--- config.mk ---
export PLATFORM = sky130hd
export DESIGN_NAME = fmax_test_harness
export DESIGN_NICKNAME = d
export VERILOG_FILES = /design/src/rtl/fmax_harness_pkg.sv /design/src/rtl/fmax_harness_lfsr_misr.sv /design/src/rtl/fmax_test_harness.sv
export SDC_FILE = /design/constraint.sdc
export NUM_CORES = 1
export LEC_CHECK = 0
export CELL_PAD_IN_SITES_DETAIL_PLACEMENT = 0
export CELL_PAD_IN_SITES_GLOBAL_PLACEMENT = 2
export CORE_MARGIN = 2
export CORE_UTILIZATION = 24
export DETAILED_ROUTE_END_ITERATION = 8
export DONT_BUFFER_PORTS = 1
export GPL_TIMING_DRIVEN = 0
export PLACE_DENSITY = 0.59
export REMOVE_ABC_BUFFERS = 1
export SLEW_MARGIN = 20
export SYNTH_ARGS = -nofsm -noshare
export SYNTH_HDL_FRONTEND = slang
export SYNTH_SLANG_ARGS = --single-unit
--- constraint.sdc ---
create_clock -name clk250 -period 2 [get_ports clk250]
set_input_delay 0.2 -clock clk250 [delete_from_list [all_inputs] [get_ports clk250]]
set_output_delay 0.2 -clock clk250 [all_outputs]
set_load 0.05 [all_outputs]
--- src/rtl/fmax_harness_pkg.sv ---
// Shared types and helpers for the fmax characterisation harness:
// FSM state encoding, maximal-length LFSR tap table and counter sizing.
package fmax_harness_pkg;

  typedef enum logic [1:0] {
    IDLE  = 2'd0,
    RUN   = 2'd1,
    FLUSH = 2'd2,
    DONE  = 2'd3
  } state_t;

  // Tap masks use bit index n-1 for tap n of the classic maximal-length tables.
  function automatic logic [31:0] lfsr_taps(input int width);
    logic [31:0] taps;
    case (width)
      32'sd4:  taps = 32'h0000_000C;
      32'sd5:  taps = 32'h0000_0014;
      32'sd6:  taps = 32'h0000_0030;
      32'sd7:  taps = 32'h0000_0060;
      32'sd8:  taps = 32'h0000_00B8;
      32'sd9:  taps = 32'h0000_0110;
      32'sd10: taps = 32'h0000_0240;
      32'sd11: taps = 32'h0000_0500;
      32'sd12: taps = 32'h0000_0829;
      32'sd13: taps = 32'h0000_100D;
      32'sd14: taps = 32'h0000_2015;
      32'sd15: taps = 32'h0000_6000;
      32'sd16: taps = 32'h0000_D008;
      32'sd17: taps = 32'h0001_2000;
      32'sd18: taps = 32'h0002_0400;
      32'sd19: taps = 32'h0004_0023;
      32'sd20: taps = 32'h0009_0000;
      32'sd21: taps = 32'h0014_0000;
      32'sd22: taps = 32'h0030_0000;
      32'sd23: taps = 32'h0042_0000;
      32'sd24: taps = 32'h00E1_0000;
      32'sd25: taps = 32'h0120_0000;
      32'sd26: taps = 32'h0200_0023;
      32'sd27: taps = 32'h0400_0013;
      32'sd28: taps = 32'h0900_0000;
      32'sd29: taps = 32'h1400_0000;
      32'sd30: taps = 32'h2000_0029;
      32'sd31: taps = 32'h4800_0000;
      default: taps = 32'h8020_0003;
    endcase
    return taps;
  endfunction

  function automatic logic tap_parity(input logic [31:0] value, input logic [31:0] taps);
    return ^(value & taps);
  endfunction

  function automatic int run_cnt_w(input int run_cycles);
    return $clog2(run_cycles + 1);
  endfunction

endpackage

--- src/rtl/fmax_harness_lfsr_misr.sv ---
// Fibonacci shift-left LFSR that doubles as a MISR when misr_mode folds din
// into every shift. Used both as the stimulus source and the signature compactor.
module lfsr_misr
  import fmax_harness_pkg::*;
#(
  parameter int               WIDTH = 16,
  parameter logic [WIDTH-1:0] SEED  = '0
) (
  input  logic             clk250,
  input  logic             nrst,
  input  logic             ena,
  input  logic             load,
  input  logic             misr_mode,
  input  logic [WIDTH-1:0] din,
  output logic [WIDTH-1:0] q
);

  localparam logic [31:0] TAPS = lfsr_taps(WIDTH);

  logic [WIDTH-1:0] q_r;
  logic [WIDTH-1:0] mix_s;
  logic             fb_s;

  // Feedback bit and optional data fold-in
  always_comb begin
    fb_s = tap_parity(32'(q_r), TAPS);
    if (misr_mode) begin
      mix_s = din;
    end else begin
      mix_s = '0;
    end
  end

  // Shift register; load restarts from the seed and wins over ena
  always_ff @(posedge clk250) begin
    if (!nrst) begin
      q_r <= SEED;
    end else if (load) begin
      q_r <= SEED;
    end else if (ena) begin
      q_r <= {q_r[WIDTH-2:0], fb_s} ^ mix_s;
    end
  end

  assign q = q_r;

endmodule

--- src/rtl/fmax_test_harness.sv ---
// Registered I/O wrapper for fmax runs: pipelined pins, LFSR stimulus, a valid
// pipe that tracks words through the DUT, and a MISR over the returned data.
module fmax_test_harness
  import fmax_harness_pkg::*;
#(
  parameter int          WIDTH       = 16,
  parameter int          IN_STAGES   = 1,
  parameter int          OUT_STAGES  = 1,
  parameter int          DUT_LATENCY = 0,
  parameter int          RUN_CYCLES  = 1024,
  parameter logic [31:0] LFSR_SEED   = 32'd1,
  localparam int         CNT_W       = run_cnt_w(RUN_CYCLES)
) (
  input  logic             clk250,
  input  logic             nrst,
  input  logic             start,
  input  logic             mode,
  input  logic [WIDTH-1:0] in_data,
  output logic [WIDTH-1:0] dut_in,
  input  logic [WIDTH-1:0] dut_out,
  output logic [WIDTH-1:0] out_data,
  output logic             busy,
  output logic             done,
  output logic [WIDTH-1:0] signature,
  output logic [CNT_W-1:0] run_cnt
);

  // One valid bit per word between dut_in and out_data
  localparam int               VLEN     = 1 + DUT_LATENCY + OUT_STAGES;
  localparam logic [CNT_W-1:0] LAST_CNT = CNT_W'(RUN_CYCLES - 1);
  localparam logic [CNT_W-1:0] FULL_CNT = CNT_W'(RUN_CYCLES);

  state_t           state_r;
  state_t           state_next_s;
  logic             mode_r;
  logic             start_ok_s;
  logic             running_s;
  logic [WIDTH-1:0] in_pipe_r [IN_STAGES];
  logic [WIDTH-1:0] out_pipe_r [OUT_STAGES];
  logic [VLEN-1:0]  valid_r;
  logic [WIDTH-1:0] dut_in_r;
  logic [CNT_W-1:0] run_cnt_r;
  logic [WIDTH-1:0] lfsr_s;
  logic [WIDTH-1:0] sig_s;
  logic [WIDTH-1:0] stim_s;

  // Next-state decode; start is only honoured from IDLE or DONE
  always_comb begin
    state_next_s = state_r;
    start_ok_s   = 1'b0;
    case (state_r)
      IDLE, DONE: begin
        if (start) begin
          state_next_s = RUN;
          start_ok_s   = 1'b1;
        end else begin
          state_next_s = state_r;
        end
      end
      RUN: begin
        if (run_cnt_r == LAST_CNT) begin
          state_next_s = FLUSH;
        end else begin
          state_next_s = RUN;
        end
      end
      FLUSH: begin
        // Last valid word is being absorbed when only the top bit remains
        if (valid_r[VLEN-2:0] == '0) begin
          state_next_s = DONE;
        end else begin
          state_next_s = FLUSH;
        end
      end
      default: state_next_s = IDLE;
    endcase
  end

  // Stimulus select; the LFSR only drives the DUT during RUN
  always_comb begin
    running_s = (state_r == RUN);
    if (running_s && mode_r) begin
      stim_s = lfsr_s;
    end else begin
      stim_s = in_pipe_r[IN_STAGES-1];
    end
  end

  // State register and latched stimulus mode
  always_ff @(posedge clk250) begin
    if (!nrst) begin
      state_r <= IDLE;
      mode_r  <= 1'b0;
    end else begin
      state_r <= state_next_s;
      if (start_ok_s) begin
        mode_r <= mode;
      end
    end
  end

  // Input, DUT-facing and output pipelines plus the valid pipe
  always_ff @(posedge clk250) begin
    if (!nrst) begin
      for (int i = 0; i < IN_STAGES; i++) in_pipe_r[i] <= '0;
      for (int i = 0; i < OUT_STAGES; i++) out_pipe_r[i] <= '0;
      dut_in_r <= '0;
      valid_r  <= '0;
    end else begin
      in_pipe_r[0] <= in_data;
      for (int i = 1; i < IN_STAGES; i++) in_pipe_r[i] <= in_pipe_r[i-1];
      out_pipe_r[0] <= dut_out;
      for (int i = 1; i < OUT_STAGES; i++) out_pipe_r[i] <= out_pipe_r[i-1];
      dut_in_r <= stim_s;
      valid_r  <= {valid_r[VLEN-2:0], running_s};
    end
  end

  // Issued-word counter, saturating at RUN_CYCLES
  always_ff @(posedge clk250) begin
    if (!nrst) begin
      run_cnt_r <= '0;
    end else if (start_ok_s) begin
      run_cnt_r <= '0;
    end else if (running_s && (run_cnt_r != FULL_CNT)) begin
      run_cnt_r <= run_cnt_r + CNT_W'(1);
    end
  end

  lfsr_misr #(
    .WIDTH (WIDTH),
    .SEED  (WIDTH'(LFSR_SEED))
  ) u_stim_lfsr (
    .clk250    (clk250),
    .nrst      (nrst),
    .ena       (running_s && mode_r),
    .load      (start_ok_s),
    .misr_mode (1'b0),
    .din       ({WIDTH{1'b0}}),
    .q         (lfsr_s)
  );

  lfsr_misr #(
    .WIDTH (WIDTH),
    .SEED  ({WIDTH{1'b0}})
  ) u_sig_misr (
    .clk250    (clk250),
    .nrst      (nrst),
    .ena       (valid_r[VLEN-1]),
    .load      (start_ok_s),
    .misr_mode (1'b1),
    .din       (out_pipe_r[OUT_STAGES-1]),
    .q         (sig_s)
  );

  assign dut_in    = dut_in_r;
  assign out_data  = out_pipe_r[OUT_STAGES-1];
  assign busy      = (state_r == RUN) || (state_r == FLUSH);
  assign done      = (state_r == DONE);
  assign signature = sig_s;
  assign run_cnt   = run_cnt_r;

endmodule

Yosys cells after proc, flatten, opt, wreduce, memory -nomap -nowiden
Memories as Yosys holds them, arrays and structs flattened.
Index checks and enable logic that the tools add are counted.
- RAM bits: 32
- memories: 2
- bits of input ports: 36
- output and inout port bits: 61
- register bits: 64
- memories (name ; words ; bits a word ; read ports ; clocked after memory_dff ; write ports ; line ; RTL):
    in_pipe_r ; 1 ; 16 ; 1 ; 0 ; 1 ; fmax_test_harness.sv:38 ; logic [WIDTH-1:0] in_pipe_r [IN_STAGES];
    out_pipe_r ; 1 ; 16 ; 1 ; 0 ; 1 ; fmax_test_harness.sv:39 ; logic [WIDTH-1:0] out_pipe_r [OUT_STAGES];
- muxes and demuxes: 13
- reductions and logical operators: 10
- $add $sub $neg: 1
- bitwise logic cells: 2
- eq/ne operators: 6
- operators with widths (cell ; number):
    parity 32 bit ; 2
    two-way mux 16 bit ; 3
    OR reduction 16 bit ; 2
    bitwise XOR 16 bit ; 1
    adder 11 x 1 -> 11 bit (second input constant) ; 1
    == test 11 x 10 -> 1 bit (second input constant) ; 1
    != test 11 bit (second input constant) ; 1
    two-way mux 1 bit ; 7
    one-hot mux 2 bit (3 select lines) ; 1
    == test 2 bit (second input constant) ; 2
    two-way mux 2 bit ; 2
    OR reduction 2 bit ; 2
    == test 2 x 1 -> 1 bit (second input constant) ; 1
    logical AND 1 bit ; 2
    zero test 2 bit ; 1
    != test 2 bit (second input constant) ; 1
    logical OR 1 bit ; 1
    NOT 1 bit ; 1

Longest topological paths before layout
- depth after elaboration: 4
- gate-level depth with buffers: 7
- mapped depth without buffers: 5

Modules after synthesis
A second synthesis with hierarchy kept.
- cells, all modules: 413
- area, all modules: 3829.9 sq um
- modules (own cells, without submodules) (module ; sequential area each (sq um) ; times used ; area an instance (sq um) ; cells an instance):
    fmax_test_harness ; 1281.2 ; 1 ; 2270.9 ; 233
    lfsr_misr at u_sig_misr ; 320.3 ; 1 ; 780.7 ; 90
    lfsr_misr at u_stim_lfsr ; 320.3 ; 1 ; 778.2 ; 90

Worst setup path before layout
Ideal clock, no wire load.
- path kind: reg2reg
- start point: reg state_r[0]
- end point: reg state_r[0]
- buffers on the path: 1
- path slack: 0.135 ns
- data arrival time: 1.748 ns
- cell stages (with the launch flop): 7
- setup time: 0.117 ns
- period minus slack after synthesis: 1.865 ns
- path through: dfxtp_1 > inv_1 > ha_1 > clkbuf_1 > inv_1 > or3_1 > a32o_1
- word-level cells in the longest chain between the ends: 3
- elaborated cells between the ends (all ways): 7
- classes of those cells: 4 x eq/ne; 1 x mux; 2 x reduce/logical
- RTL lines (item ; line ; RTL):
    from (decl) ; fmax_test_harness.sv:33 ; state_t state_r;
    from (signal assigned) ; fmax_test_harness.sv:95 ; state_r <= state_next_s;
    == test 2 bit or zero test 2 bit (tied branches) ; fmax_test_harness.sv:51 ; case (state_r)
    OR reduction 2 bit ; fmax_test_harness.sv:51 ;
    one-hot mux 2 bit (3 select lines) or != test 2 bit (tied branches) ; -- ;
Parallel ways exist; a longest one is shown, timed or not.
A chain may end at the register's enable or synchronous reset.

Worst setup path after layout
- start point: reg run_cnt_r[9], in the netlist run_cnt[9]
- end point: reg state_r[0]
- word-level cells in the longest chain between the ends: 3
- RTL lines (item ; line ; RTL):
    from (decl) ; fmax_test_harness.sv:42 ; logic [CNT_W-1:0] run_cnt_r;
    from (signal assigned) ; fmax_test_harness.sv:126 ; run_cnt_r <= run_cnt_r + CNT_W'(1);
    == test 11 x 10 -> 1 bit ; fmax_test_harness.sv:61 ; if (run_cnt_r == LAST_CNT) begin
    two-way mux 2 bit ; fmax_test_harness.sv:61 ;
    one-hot mux 2 bit (3 select lines) ; fmax_test_harness.sv:51 ;
No other way between the ends.

==> reports/metrics.yaml <==
synth_compound_area_share_pct: 13.5
tns_ns: 0
hpwl_um: 4940
rows: 44
hp-class: "in2reg"
num_antenna_cells: 0
die_area_um2: 15500
cp.required_ns: 2.24
synth_fa_ha_area_share_pct: 1.79
yosysWarnings: 0
area_delta_synth_final_pct: 23.7
setup_viol: 0
period_needed_ns: 1.88
dpl.cell_count: 524
clock_latency_ns: 0.35
drt_iter0_markers: 77
cts_tree: "built"
crit_path_end_kind: "register"
path_max_fanout: 5
fin_skew_ns: 0.00891
critPathKind: "reg2reg"
h-tree-depth: 3
initial_core_util_pct: 24.3
synth-xor-area-share_pct: 5.92
groute.usage.overall_pct: 11.0
grt_pass1_vias: 2421
antenna_found_initial: 0
grt_setup_unrepaired: "false"
cts_num_sinks: 96
min_period_over_period_pct: 94.0
crit_path_start_kind: "register"
vdd_drop_max_v: 0.000365
num-nets-final: 427
ant_nets: 0
wl_per_cell_um: 14.3
status: "completed"
ioPinCount: 97
finalMaxSlewViolations: 0
hold_viol: 0
fmax_ghz: 0.532
final_core_util_pct: 30.0
seq_area_um2: 1930
portBuffers: 0
slew_headroom_pct: 47.7
grt_start_max_net_pins: 46
whs_ns: 0.0223
core_region_area_um2: 14400
cts_root_buf: "clkbuf_16"
p_leak_nw: 1.48
grt_pass1_wl_um: 13200
vias_per_cell: 4.31
clkTransAtPathRegs_ns: 0.07
firstDrtPassIters: 4
ys_ff_latch: 96
nFillCells: 1498
die_y_um: 125
cp_slowest_cell: "dfxtp_1"
multi_input_area_um2: 1470
crit_family: "simple AND/OR/NAND/NOR gates"
fin_cells: 574
remaining_drc_errors: 0
worst_pin_slew_ns: 0.783
cp_data_arrival_time_ns: 2.12
synth_top_family_by_area: "simple AND/OR/NAND/NOR gates"
critPathMaxStageDelay_ns: 0.73
place.gp.congestion: 0.695
grt_overflow: 0
synth_cell_types: 37
synth.avg_cell_area_um2: 9.69
synthMuxAreaShare_pct: 0.574
numCtsBuffers: 9
maxCapViolations: 0
clock_path_buffers: 2
path_cells: "nand4_1 -> or4_1 -> a32o_1"
yosys.area_share.simple_pct: 19.7
layout_commonest_cell: "dfxtp_1"
drive_gt1_share_pct: 8.46
wirelength_um: 8220
synthCells: 360
path_buf_inv: 0
cts_setup_buffers: 0
via_count: 2474
final_cell_mix: "dfxtp_1 (88), nand2_1 (59), and2_1 (34), dlygate4sd3_1 (34), a21oi_1 (23)"
power_density_nw_per_um2: 1130
seq_area_frac_synth_pct: 55.1
netlist_area_um2: 3490
die_x_um: 125
## registers in the layout, indices dropped and copies added (netlist names)
register / flops
dut_in: 16
in_pipe_r: 16
mode_r: 1
out_pipe_r: 16
run_cnt: 11
state_r: 2
u_sig_misr.q: 16
u_stim_lfsr.q: 16
valid_r: 2
## worst register-to-register path: cells and delay by family (launching register included)
family	cells	cell delay [ns]
DFF	1	0.73
AOI/OAI and AO/OA	1	0.27
and+or+nand+nor	2	0.77
## power breakdown
group	total (mW)	internal (mW)	switching (mW)
Combinational	0.751	0.298	0.454
Sequential	2.44	2.04	0.401
Clock	1.70	0.963	0.735
Total	4.89	3.30	1.59
## Yosys cell counts (all sizes together)
master	instances	area share [%]
dfxtp	96	55
or3	4	0.75
and2	35	6.3
o21ai	5	0.72
ha	5	1.8
xnor3	1	0.65
a31oi	1	0.18
or4	5	1.2
xor2	3	0.75
nand4	4	1.1
nand2	60	6.5
inv	8	0.86
mux2i	2	0.57
a21boi	18	3.9
a211oi	15	3.2
nor2b	2	0.36
nor4	1	0.18
nor4b	1	0.25
a32o	1	0.29
nand3	5	1.0
o211ai	2	0.43
o31ai	4	0.86
nand2b	1	0.18
clkbuf	15	1.7
a21bo	1	0.29
buf	5	0.90
xnor2	18	4.5
nor2	18	1.9
a21oi	23	3.3
a311o	1	0.29
## logic make-up after synthesis
kind of cell,count (synthesis)
AOI/OAI and AO/OA,71
xor gates and xnor gates,22
adders and majority gates,5
buffers and inverters,28
DFF,96
muxes,2
and+or+nand+nor,136
## area by class of cell
class	instances	share of cell area, %
tap	184	5.34
clock buffer	10	5.31
timing repair buffer	35	8.36
clock inverter	5	1.36
multi-input combinational	236	34.1
inverter	8	0.783
sequential	96	44.8
## path summary, 6_finish.rpt
| kind | slack, ns | from | end | depth (start not counted) |
|---|---|---|---|---|
| worst min-delay path | 0.02 | mode | mode_r | 2 |
| worst max-delay path | 0.12 | run_cnt[9] | state_r[0] | 3 |
| worst min register to register | 0.45 | in_pipe_r[0][12] | dut_in[12] | 2 |
| worst max register to register | 0.12 | run_cnt[9] | state_r[0] | 3 |
## per-layer routing
layer	up-vias	wire [um]	track usage, %	part of all wire (%)
met5	-	0	0	0
met4	0	219	6.08	2.7
met3	13	464	3.57	5.6
met2	68	3700	16.5	45
met1	1138	3830	13.8	47
li1	1255	-	-	-
## metrics by stage
step	power [mW]	cell area (um^2)	worst slack (ns)
floorplan	2.95	3400	0.132
global placement	3.11	3630	-0.156
detailed placement	3.13	3630	-0.164
CTS	4.94	4290	0.0158
global route	5.15	4310	0.0220
finish	4.89	4310	0.121
## what timing repair did
action                                 in CTS  in global routing
setup endpoints to repair                  15                 23
endpoints found under the hold margin      45                  0
hold buffers                               35                  0
gates resized for setup                     5                  7
No activity file was read; power rests on OpenSTA's default activity.
